File: config.mk
export PLATFORM = sky130hd
export DESIGN_NAME = pipe_ctrl_flat
export DESIGN_NICKNAME = d
export VERILOG_FILES = /design/src/rtl/pipe_ctrl_pkg.sv /design/src/rtl/pipe_ctrl_if.sv /design/src/rtl/pipe_ctrl_wdog.sv /design/src/rtl/pipe_ctrl.sv /design/src/flat_wrapper.sv
export SDC_FILE = /design/constraint.sdc
export NUM_CORES = 1
export LEC_CHECK = 0
export BUFFER_PORTS_ARGS = -buffer_cell sky130_fd_sc_hd__buf_2
export CAP_MARGIN = 20
export CORE_ASPECT_RATIO = 1.75
export CORE_MARGIN = 2
export CORE_UTILIZATION = 46
export CTS_CLUSTER_DIAMETER = 50
export DETAILED_ROUTE_END_ITERATION = 10
export HOLD_SLACK_MARGIN = 0.06
export PLACE_DENSITY = 0.85
export SYNTH_ARGS = -nofsm -noshare
export SYNTH_HDL_FRONTEND = slang
export SYNTH_SLANG_ARGS = --single-unit
File: constraint.sdc
create_clock -name clk -period 4.5 [get_ports clk]
set_clock_uncertainty 0.2 [all_clocks]
set_input_delay 0.225 -clock clk [delete_from_list [all_inputs] [get_ports clk]]
set_output_delay 0.225 -clock clk [all_outputs]
set_load 0.02 [all_outputs]
File: src/rtl/pipe_ctrl_pkg.sv
// pipe_pkg: shared FSM state, stage-control struct and width helpers for pipe_ctrl
package pipe_pkg;
  typedef enum logic [1:0] {RUN, DWAIT, ERR} state_t;
  typedef struct packed {logic en; logic clr;} stage_ctl_t;
  function automatic int md_w(int lat);
    return $clog2(lat + 1);
  endfunction
  function automatic int wd_w(int t);
    return $clog2(t);
  endfunction
  localparam int MD_W_DEF = md_w(32);
  localparam int WD_W_DEF = wd_w(255);
endpackage

File: src/rtl/pipe_ctrl_if.sv
// pipe_ctrl_if: hazard requests in, stage enables/clears/status/perf counts out; master=hazard side, slave=pipe_ctrl
interface pipe_ctrl_if #(parameter int CNT_W = 32);
  logic StallF, StallD, FlushE, PCSrcD, MdStartE, HiLoReadD, DmemReqM, DmemReadyM;
  logic EnF, EnD, ClrD, EnE, ClrE, EnM, ClrW, MdBusy, BusErr;
  logic [CNT_W-1:0] StallCnt, FlushCnt;
  modport master(
    output StallF, StallD, FlushE, PCSrcD, MdStartE, HiLoReadD, DmemReqM, DmemReadyM,
    input  EnF, EnD, ClrD, EnE, ClrE, EnM, ClrW, MdBusy, BusErr, StallCnt, FlushCnt
  );
  modport slave(
    input  StallF, StallD, FlushE, PCSrcD, MdStartE, HiLoReadD, DmemReqM, DmemReadyM,
    output EnF, EnD, ClrD, EnE, ClrE, EnM, ClrW, MdBusy, BusErr, StallCnt, FlushCnt
  );
endinterface

File: src/rtl/pipe_ctrl_wdog.sv
// pipe_ctrl_wdog: RUN/DWAIT/ERR data-memory wait FSM with watchdog; in clk, rst_n, i_req, i_ready; out o_freeze, o_bus_err
module pipe_ctrl_wdog import pipe_pkg::*; #(
  parameter int TIMEOUT = 255,
  parameter int WD_W = wd_w(TIMEOUT)
) (
  input  logic clk,
  input  logic rst_n,
  input  logic i_req,
  input  logic i_ready,
  output logic o_freeze,
  output logic o_bus_err
);
  state_t r_state, w_next;
  logic [WD_W-1:0] r_wd;
  logic w_wait, w_err;
  always_comb begin
    w_wait = i_req & ~i_ready;
    w_err = r_state == ERR;
    o_freeze = w_wait & ~w_err;
    o_bus_err = rst_n & w_err;
    w_next = r_state == RUN   ? (w_wait ? DWAIT : RUN) :
             r_state == DWAIT ? (!w_wait ? RUN : (r_wd == WD_W'(TIMEOUT - 1) ? ERR : DWAIT)) :
             ERR;
  end
  always_ff @(posedge clk) begin
    if (!rst_n) begin
      r_state <= RUN;
      r_wd <= '0;
    end else begin
      r_state <= w_next;
      r_wd <= (r_state == DWAIT && w_next == DWAIT) ? r_wd + 1'b1 : '0;
    end
  end
endmodule

File: src/rtl/pipe_ctrl.sv
// pipe_ctrl: resolves stall/flush/freeze/error into stage enables+clears, tracks mult/div busy; ports clk, rst_n, bus (pipe_ctrl_if.slave); PIPE_CTRL_PERF_EN adds StallCnt/FlushCnt
module pipe_ctrl import pipe_pkg::*; #(
  parameter int MD_LATENCY = 32,
  parameter int TIMEOUT = 255,
  parameter int CNT_W = 32
) (
  input  logic clk,
  input  logic rst_n,
  pipe_ctrl_if.slave bus
);
  localparam int MDW = md_w(MD_LATENCY);
  logic [MDW-1:0] r_md;
  logic w_freeze, w_bus_err, w_md_busy, w_hs, w_halt, w_go;
  stage_ctl_t w_d, w_e;
  pipe_ctrl_wdog #(.TIMEOUT(TIMEOUT)) u_wdog (
    .clk(clk),
    .rst_n(rst_n),
    .i_req(bus.DmemReqM),
    .i_ready(bus.DmemReadyM),
    .o_freeze(w_freeze),
    .o_bus_err(w_bus_err)
  );
  always_comb begin
    w_md_busy = r_md != '0;
    w_hs = bus.StallF | bus.StallD | bus.FlushE | (bus.HiLoReadD & w_md_busy);
    w_halt = w_freeze | w_bus_err;
    w_go = rst_n & ~w_halt & ~w_hs;
    w_d = '{en: w_go, clr: ~rst_n | (w_go & bus.PCSrcD)};
    w_e = '{en: rst_n & ~w_halt, clr: ~rst_n | (~w_halt & w_hs)};
  end
  assign bus.EnF = w_go;
  assign bus.EnD = w_d.en;
  assign bus.ClrD = w_d.clr;
  assign bus.EnE = w_e.en;
  assign bus.ClrE = w_e.clr;
  assign bus.EnM = w_e.en;
  assign bus.ClrW = ~rst_n | w_halt;
  assign bus.MdBusy = rst_n & w_md_busy;
  assign bus.BusErr = w_bus_err;
  always_ff @(posedge clk) begin
    if (!rst_n) r_md <= '0;
    else if (bus.MdStartE & ~w_freeze & ~w_bus_err) r_md <= MDW'(MD_LATENCY);
    else if (w_md_busy) r_md <= r_md - 1'b1;
  end
`ifdef PIPE_CTRL_PERF_EN
  logic [CNT_W-1:0] r_stall_cnt, r_flush_cnt;
  always_ff @(posedge clk) begin
    if (!rst_n) begin
      r_stall_cnt <= '0;
      r_flush_cnt <= '0;
    end else begin
      if (w_freeze | w_hs) r_stall_cnt <= r_stall_cnt + 1'b1;
      if (w_d.clr | w_e.clr) r_flush_cnt <= r_flush_cnt + 1'b1;
    end
  end
  assign bus.StallCnt = r_stall_cnt;
  assign bus.FlushCnt = r_flush_cnt;
`else
  assign bus.StallCnt = '0;
  assign bus.FlushCnt = '0;
`endif
endmodule

File: src/flat_wrapper.sv
// flat-port wrapper written by rule: the top's interface ports become plain ports
module pipe_ctrl_flat import pipe_pkg::*;
#(
  parameter int MD_LATENCY = 32,
  parameter int TIMEOUT = 255,
  parameter int CNT_W = 32
)
  (clk, rst_n, bus_StallF, bus_StallD, bus_FlushE, bus_PCSrcD, bus_MdStartE, bus_HiLoReadD, bus_DmemReqM, bus_DmemReadyM, bus_EnF, bus_EnD, bus_ClrD, bus_EnE, bus_ClrE, bus_EnM, bus_ClrW, bus_MdBusy, bus_BusErr, bus_StallCnt, bus_FlushCnt);
  pipe_ctrl_if #(.CNT_W(CNT_W)) bus_i ();
  input  logic clk;
  input  logic rst_n;
  input wire logic [$bits(bus_i.StallF)-1:0] bus_StallF;
  input wire logic [$bits(bus_i.StallD)-1:0] bus_StallD;
  input wire logic [$bits(bus_i.FlushE)-1:0] bus_FlushE;
  input wire logic [$bits(bus_i.PCSrcD)-1:0] bus_PCSrcD;
  input wire logic [$bits(bus_i.MdStartE)-1:0] bus_MdStartE;
  input wire logic [$bits(bus_i.HiLoReadD)-1:0] bus_HiLoReadD;
  input wire logic [$bits(bus_i.DmemReqM)-1:0] bus_DmemReqM;
  input wire logic [$bits(bus_i.DmemReadyM)-1:0] bus_DmemReadyM;
  output wire logic [$bits(bus_i.EnF)-1:0] bus_EnF;
  output wire logic [$bits(bus_i.EnD)-1:0] bus_EnD;
  output wire logic [$bits(bus_i.ClrD)-1:0] bus_ClrD;
  output wire logic [$bits(bus_i.EnE)-1:0] bus_EnE;
  output wire logic [$bits(bus_i.ClrE)-1:0] bus_ClrE;
  output wire logic [$bits(bus_i.EnM)-1:0] bus_EnM;
  output wire logic [$bits(bus_i.ClrW)-1:0] bus_ClrW;
  output wire logic [$bits(bus_i.MdBusy)-1:0] bus_MdBusy;
  output wire logic [$bits(bus_i.BusErr)-1:0] bus_BusErr;
  output wire logic [$bits(bus_i.StallCnt)-1:0] bus_StallCnt;
  output wire logic [$bits(bus_i.FlushCnt)-1:0] bus_FlushCnt;
  assign bus_i.StallF = bus_StallF;
  assign bus_i.StallD = bus_StallD;
  assign bus_i.FlushE = bus_FlushE;
  assign bus_i.PCSrcD = bus_PCSrcD;
  assign bus_i.MdStartE = bus_MdStartE;
  assign bus_i.HiLoReadD = bus_HiLoReadD;
  assign bus_i.DmemReqM = bus_DmemReqM;
  assign bus_i.DmemReadyM = bus_DmemReadyM;
  assign bus_EnF = bus_i.EnF;
  assign bus_EnD = bus_i.EnD;
  assign bus_ClrD = bus_i.ClrD;
  assign bus_EnE = bus_i.EnE;
  assign bus_ClrE = bus_i.ClrE;
  assign bus_EnM = bus_i.EnM;
  assign bus_ClrW = bus_i.ClrW;
  assign bus_MdBusy = bus_i.MdBusy;
  assign bus_BusErr = bus_i.BusErr;
  assign bus_StallCnt = bus_i.StallCnt;
  assign bus_FlushCnt = bus_i.FlushCnt;
  pipe_ctrl #(.MD_LATENCY(MD_LATENCY), .TIMEOUT(TIMEOUT), .CNT_W(CNT_W)) u_core (.clk(clk), .rst_n(rst_n), .bus(bus_i));
endmodule
-- Word-level counts from Yosys, hierarchy flattened
Cells that the tools add are included.
- register bits: 16
- bits of input ports: 10
- output and inout port bits: 73
- logic and storage cells: 48
- add/sub/neg operators: 2
- equality and inequality tests: 4
- multiplexer cells: 7
- bitwise operators: 25
- reductions and logical operators: 6
- operator list (cell ; count):
    $mux W6 ; 2
    $and A1 B1 Y1 ; 11
    $add A8 B1 Y8 const B ; 1
    $eq A8 B8 Y1 const B ; 1
    $mux W2 ; 4
    $not A1 Y1 ; 7
    $or A1 B1 Y1 ; 7
    $reduce_bool A6 Y1 ; 1
    $sub A6 B1 Y6 const B ; 1
    $eq A2 B1 Y1 const B ; 2
    $eq A2 B2 Y1 const B ; 1
    $logic_not A2 Y1 ; 1
    $reduce_and A2 Y1 ; 1
    $reduce_bool A2 Y1 ; 1
    $reduce_or A2 Y1 ; 1
    $logic_and A1 B1 Y1 ; 1
    $mux W1 ; 1

-- Logic depth before layout (Yosys ltp)
- depth after elaboration: 9
- depth in mapped cells: 6
- mapped depth without buffers: 5

-- By module
Synthesis repeated with hierarchy kept, for this count alone.
- cells, all modules: 162
- area, all modules: 1370.1 um2
- modules (own cells, without submodules) (module ; times used ; cells an instance ; area each (um2) ; seq. area each (um2)):
    pipe_ctrl ; 1 ; 113 ; 909.6 ; 120.1
    pipe_ctrl_wdog ; 1 ; 49 ; 460.4 ; 200.2

-- Least setup slack after synthesis
Ideal clock, no wire load.
- path type: flip-flop to output port
- from: register u_core.r_md[0]
- to: output bus_EnF
- arrival time: 1.939 ns
- required time: 4.075 ns
- path slack: 2.136 ns
- stages on the path, launching flop included: 7
- cell sequence: dfxtp_1 inv_1 ha_1 nor3b_1 a21boi_0 nor3b_1 buf_4
- longest elaborated chain between the ends: 5
- RTL lines (what ; line ; text):
    start, declared ; pipe_ctrl.sv:12 ; logic [MDW-1:0] r_md;
    start signal, assigned ; pipe_ctrl.sv:42 ; else if (bus.MdStartE & ~w_freeze & ~w_bus_err) r_md <= MDW'(MD_LATENCY);
    start signal, assigned ; pipe_ctrl.sv:43 ; else if (w_md_busy) r_md <= r_md - 1'b1;
    $reduce_bool A6 Y1 ; pipe_ctrl.sv:24 ; w_md_busy = r_md != '0;
    $and A1 B1 Y1 ; pipe_ctrl.sv:25 ; w_hs = bus.StallF | bus.StallD | bus.FlushE | (bus.HiLoReadD & w_md_busy);
    $or A1 B1 Y1 ; pipe_ctrl.sv:25 ;
    $not A1 Y1 ; pipe_ctrl.sv:27 ; w_go = rst_n & ~w_halt & ~w_hs;
    $and A1 B1 Y1 ; pipe_ctrl.sv:27 ;
    end, declared ; flat_wrapper.sv:20 ; output wire logic [$bits(bus_i.EnF)-1:0] bus_EnF;
Every way passes these cells.

-- Worst setup path after layout
- from: register u_core.r_md[0]
- to: output bus_ClrD
- longest elaborated chain between the ends: 7
- RTL lines (what ; line ; text):
    $reduce_bool A6 Y1 ; pipe_ctrl.sv:24 ;
    $and A1 B1 Y1 ; pipe_ctrl.sv:25 ;
    $or A1 B1 Y1 ; pipe_ctrl.sv:25 ;
    $not A1 Y1 ; pipe_ctrl.sv:27 ;
    $and A1 B1 Y1 ; pipe_ctrl.sv:27 ;
    $and A1 B1 Y1 ; pipe_ctrl.sv:28 ; w_d = '{en: w_go, clr: ~rst_n | (w_go & bus.PCSrcD)};
    $or A1 B1 Y1 ; pipe_ctrl.sv:28 ;
    end, declared ; flat_wrapper.sv:22 ; output wire logic [$bits(bus_i.ClrD)-1:0] bus_ClrD;
Every way passes these cells.

==> implementation parameters <==
Parameter                              Value

Clocking
  Number of gates resized after cts    0
  TritonCTS sink count    16
  TritonCTS clock tree    yes
  Number of clock buffers inserted by TritonCTS    3
  Max Buffers Root-to-Sink    2
  Count of H-tree levels built during CTS    1
  CTS Root Cell    clkbuf_8
  Worst-path clk slew    60 ps
  Number of buffers inserted for hold repair after clock tree synthesis    1
  Setup bufs post-CTS    0
  Clock latency reported for the late side of the worst-skew pair    250 ps

Min path
  Capture endpoint of the worst hold path    u_core.u_wdog.r_state[1]
  Worst Hold Path Cells    2
  Type of the tightest min-delay check    in -> reg
  Min-delay src    rst_n

Logic synthesis
  Yosys reg bits    16
  Count of distinct cell types in the synthesized netlist    37
  Top cell types by occurrence after synthesis    buf_4 (66), dfxtp_1 (16), nor2_1 (9)
  Synthesized cell area    0.00133 mm²
  Portion of synthesized cell area occupied by the leading cell type    0.373
  Yosys warning total    0
  Avg Cell Area, Syn    between 8 and 9 µm²
  Most used standard cell by instance count after synthesis    buf_4
  Top cell type by total area after synthesis    buf_4
  Leading cell types by total area after synthesis    buf_4 (37%), dfxtp_1 (24%), nand3_1 (3.0%)
  Sequential-to-total area share from yosys stat    0.241
  Share of flip-flops with an asynchronous set or reset after synthesis    0
  Number of standard cells after synthesis    about 160
  EDFF count, synth    0
  Prevailing post-synth register cell    dfxtp_1

Power and ir drop
  Maximum ir drop on the vdd rail    between 0.0002 and 0.0003 V
  Sw Pwr    222 µW
  Part of the power in registers    0.347
  Switching Share    0.405
  Combinational fraction of design power    0.425
  Internal power component    327 µW
  Ratio of total power to cell area    between 400 and 500 mW/mm²
  Part of the total power dissipated in the clock network    0.228
  Static Leakage    0.000592 µW

Worst setup path
  Endpoint kind of the worst setup timing path    output port
  Worst R2R Path Depth    5
  Data required time at the worst endpoint    4070 ps
  Worst reg2reg setup slack    2500 ps
  Critical path startpoint category    flop
  Largest delay contributor family on the critical path    compound AO/OA/AOI/OAI gates
  End of the worst register-to-register path    u_core.u_wdog.r_wd[3]
  Critical R2R Launch    u_core.u_wdog.r_wd[0]
  Buffers plus inverters on the worst setup path    2
  Data arrival time of the critical path    2010 ps
  Category of the most critical setup path    reg -> out
  Crit Path Max Fanout    5
  Slowest cell on the critical path    nor3b_1
  Biggest cell delay along the critical path    450 ps
  Critical path, cell by cell    inv_1 -> ha_1 -> nor3b_1 -> a21boi_0 -> o31ai_1 -> buf_2

Floorplan
  Starting Density    0.488
  Area of the core    0.00272 mm²
  Number of standard-cell rows in the floorplan    25
  Die H    ~75 µm
  Top Ports    83
  Die area    roughly 0.0033 mm²
  DIE WIDTH    44.6 µm

Detailed routing
  DRT iter0 DRCs    18
  Final routed DRC violation total    0
  Vias/cell    4.55
  Total wire length    between 2000 and 2500 µm
  Number of nets still failing antenna checks after routing    0
  Total iterations of the first detailed-routing run    5
  Via total after detailed routing    956
  Average wire per standard cell    roughly 9.9 µm

Outcome
  Result of the run    finished clean

Timing
  Smallest setup slack after layout    2070 ps
  Period utilisation layout    0.540
  Peak Freq    412 MHz
  Max-slew violation count    0
  RSZ-0062 raised after global routing    no
  Total negative setup slack    0 ps
  Final hold viol count    0
  Crit path time final    around 2400 ps
  # setup viols final    0
  Transition time at the pin with the least slew margin    between 900 and 1000 ps
  Worst slew margin relative to its limit    0.366

Placed design
  Weighted congestion at the end of routability-driven global placement    0.873
  Port Buffers    18
  Detailed Place HPWL    1680 µm
  Minimum setup slack after placement    2360 ps

Run
  Max_cap viols    0

Global route
  Overflow left after global routing    0
  Initial antenna violation count    0
  Wire length of the first global-routing pass    3170 µm
  Largest net degree at the start of global routing    10
  Global routing usage summed across all routing layers    0.127
  Number of global-route vias before repair    786

Final layout
  Layout cell share with drive strength beyond 1    0.148
  Post-layout net count    197
  Layout-stage area growth over the synthesis result    -5.56%
  Utilization of the core after routing    0.461
  Antenna cell count    0
==> final cells by class <==
| cell class | instances | area, µm² |
|---|---|---|
| fill | 285 | 1470 |
| multi-input combinational | 139 | 726 |
| sequential | 16 | 320 |
| timing repair buffer | 19 | 100 |
| clock buffer | 4 | 55.1 |
| tap | 27 | 33.8 |
| inverter | 5 | 18.8 |
==> registers in the layout, indices dropped and copies added (netlist names) <==
signal / flops
u_core.u_wdog.r_wd: 8
u_core.u_wdog.r_state: 2
u_core.r_md: 6
==> worst reg2reg max path: cells and delay by family, from the launching register on <==
kind,cells,cell delay [ps]
AO/OA/AOI/OAI,1,820
flip-flops,1,350
AND/OR/NAND/NOR,2,250
adder cells (fa/ha/maj),1,160
buffers and inverters,1,80
==> cell usage in the layout (no fill, tap or decap), types with 3 or more instances in the layout <==
master / n
a21oi_1: 5
a31oi_1: 3
buf_2: 18
clkbuf_8: 4
conb_1: 64
dfxtp_1: 16
ha_1: 3
inv_1: 5
nand2_1: 5
nand2b_1: 4
nand3_1: 8
nor2_1: 9
o21ai_0: 3
o31ai_1: 3
==> kinds of logic after synthesis <==
kind of cell / count (synthesis) / share of synthesized area
compound gates: 25 / 0.127
xor+xnor: 4 / 0.0264
fa+ha+maj: 3 / 0.0283
buf+inv: 72 / 0.390
flops: 16 / 0.241
other cells: 1 / 0.00282
simple gates: 43 / 0.184
==> per-stage QoR <==
| stage | hold WS, ps | total power, µW | cell area [µm²] | instances |
|---|---|---|---|---|
| floorplan | 186 | 423 | 1560 | 227 |
| global route | 90.4 | 591 | 1250 | 210 |
| detailed placement | 284 | 422 | 1190 | 205 |
| CTS | 79.8 | 550 | 1250 | 210 |
| global placement | 269 | 421 | 1190 | 205 |
| finish | 82.7 | 550 | 1250 | 210 |
==> per-layer routing <==
metal  part of all wire  vias to the layer above  track usage  routed length, µm
met1               0.34                      442        0.118                716
met2               0.58                       43        0.233               1200
met4             0.0053                        0       0.0909                 11
met5                  0                        -            0                  0
met3              0.076                        2       0.0288                159
li1                   -                      469            -                  -
==> power groups by stage <==
stage / clock (µW) / combinational (µW) / sequential [µW]
floorplan: 0 / 236 / 187
global placement: 0 / 229 / 192
detailed placement: 0 / 228 / 194
CTS: 129 / 231 / 190
global route: 139 / 260 / 193
finish: 125 / 233 / 191
==> how the worst max path moves through the flow <==
stage	depth (start not counted)	slack, ps	to	startpoint
after floorplan	6	2140	bus_EnF	u_core.r_md[0]
after global placement	6	2440	bus_ClrD	u_core.r_md[0]
after detailed placement	6	2360	bus_ClrD	u_core.r_md[0]
after CTS	6	2090	bus_ClrD	u_core.r_md[0]
after global routing	6	1860	bus_EnF	u_core.r_md[0]
final	6	2070	bus_ClrD	u_core.r_md[0]
No activity file was read; power rests on OpenSTA's default activity.
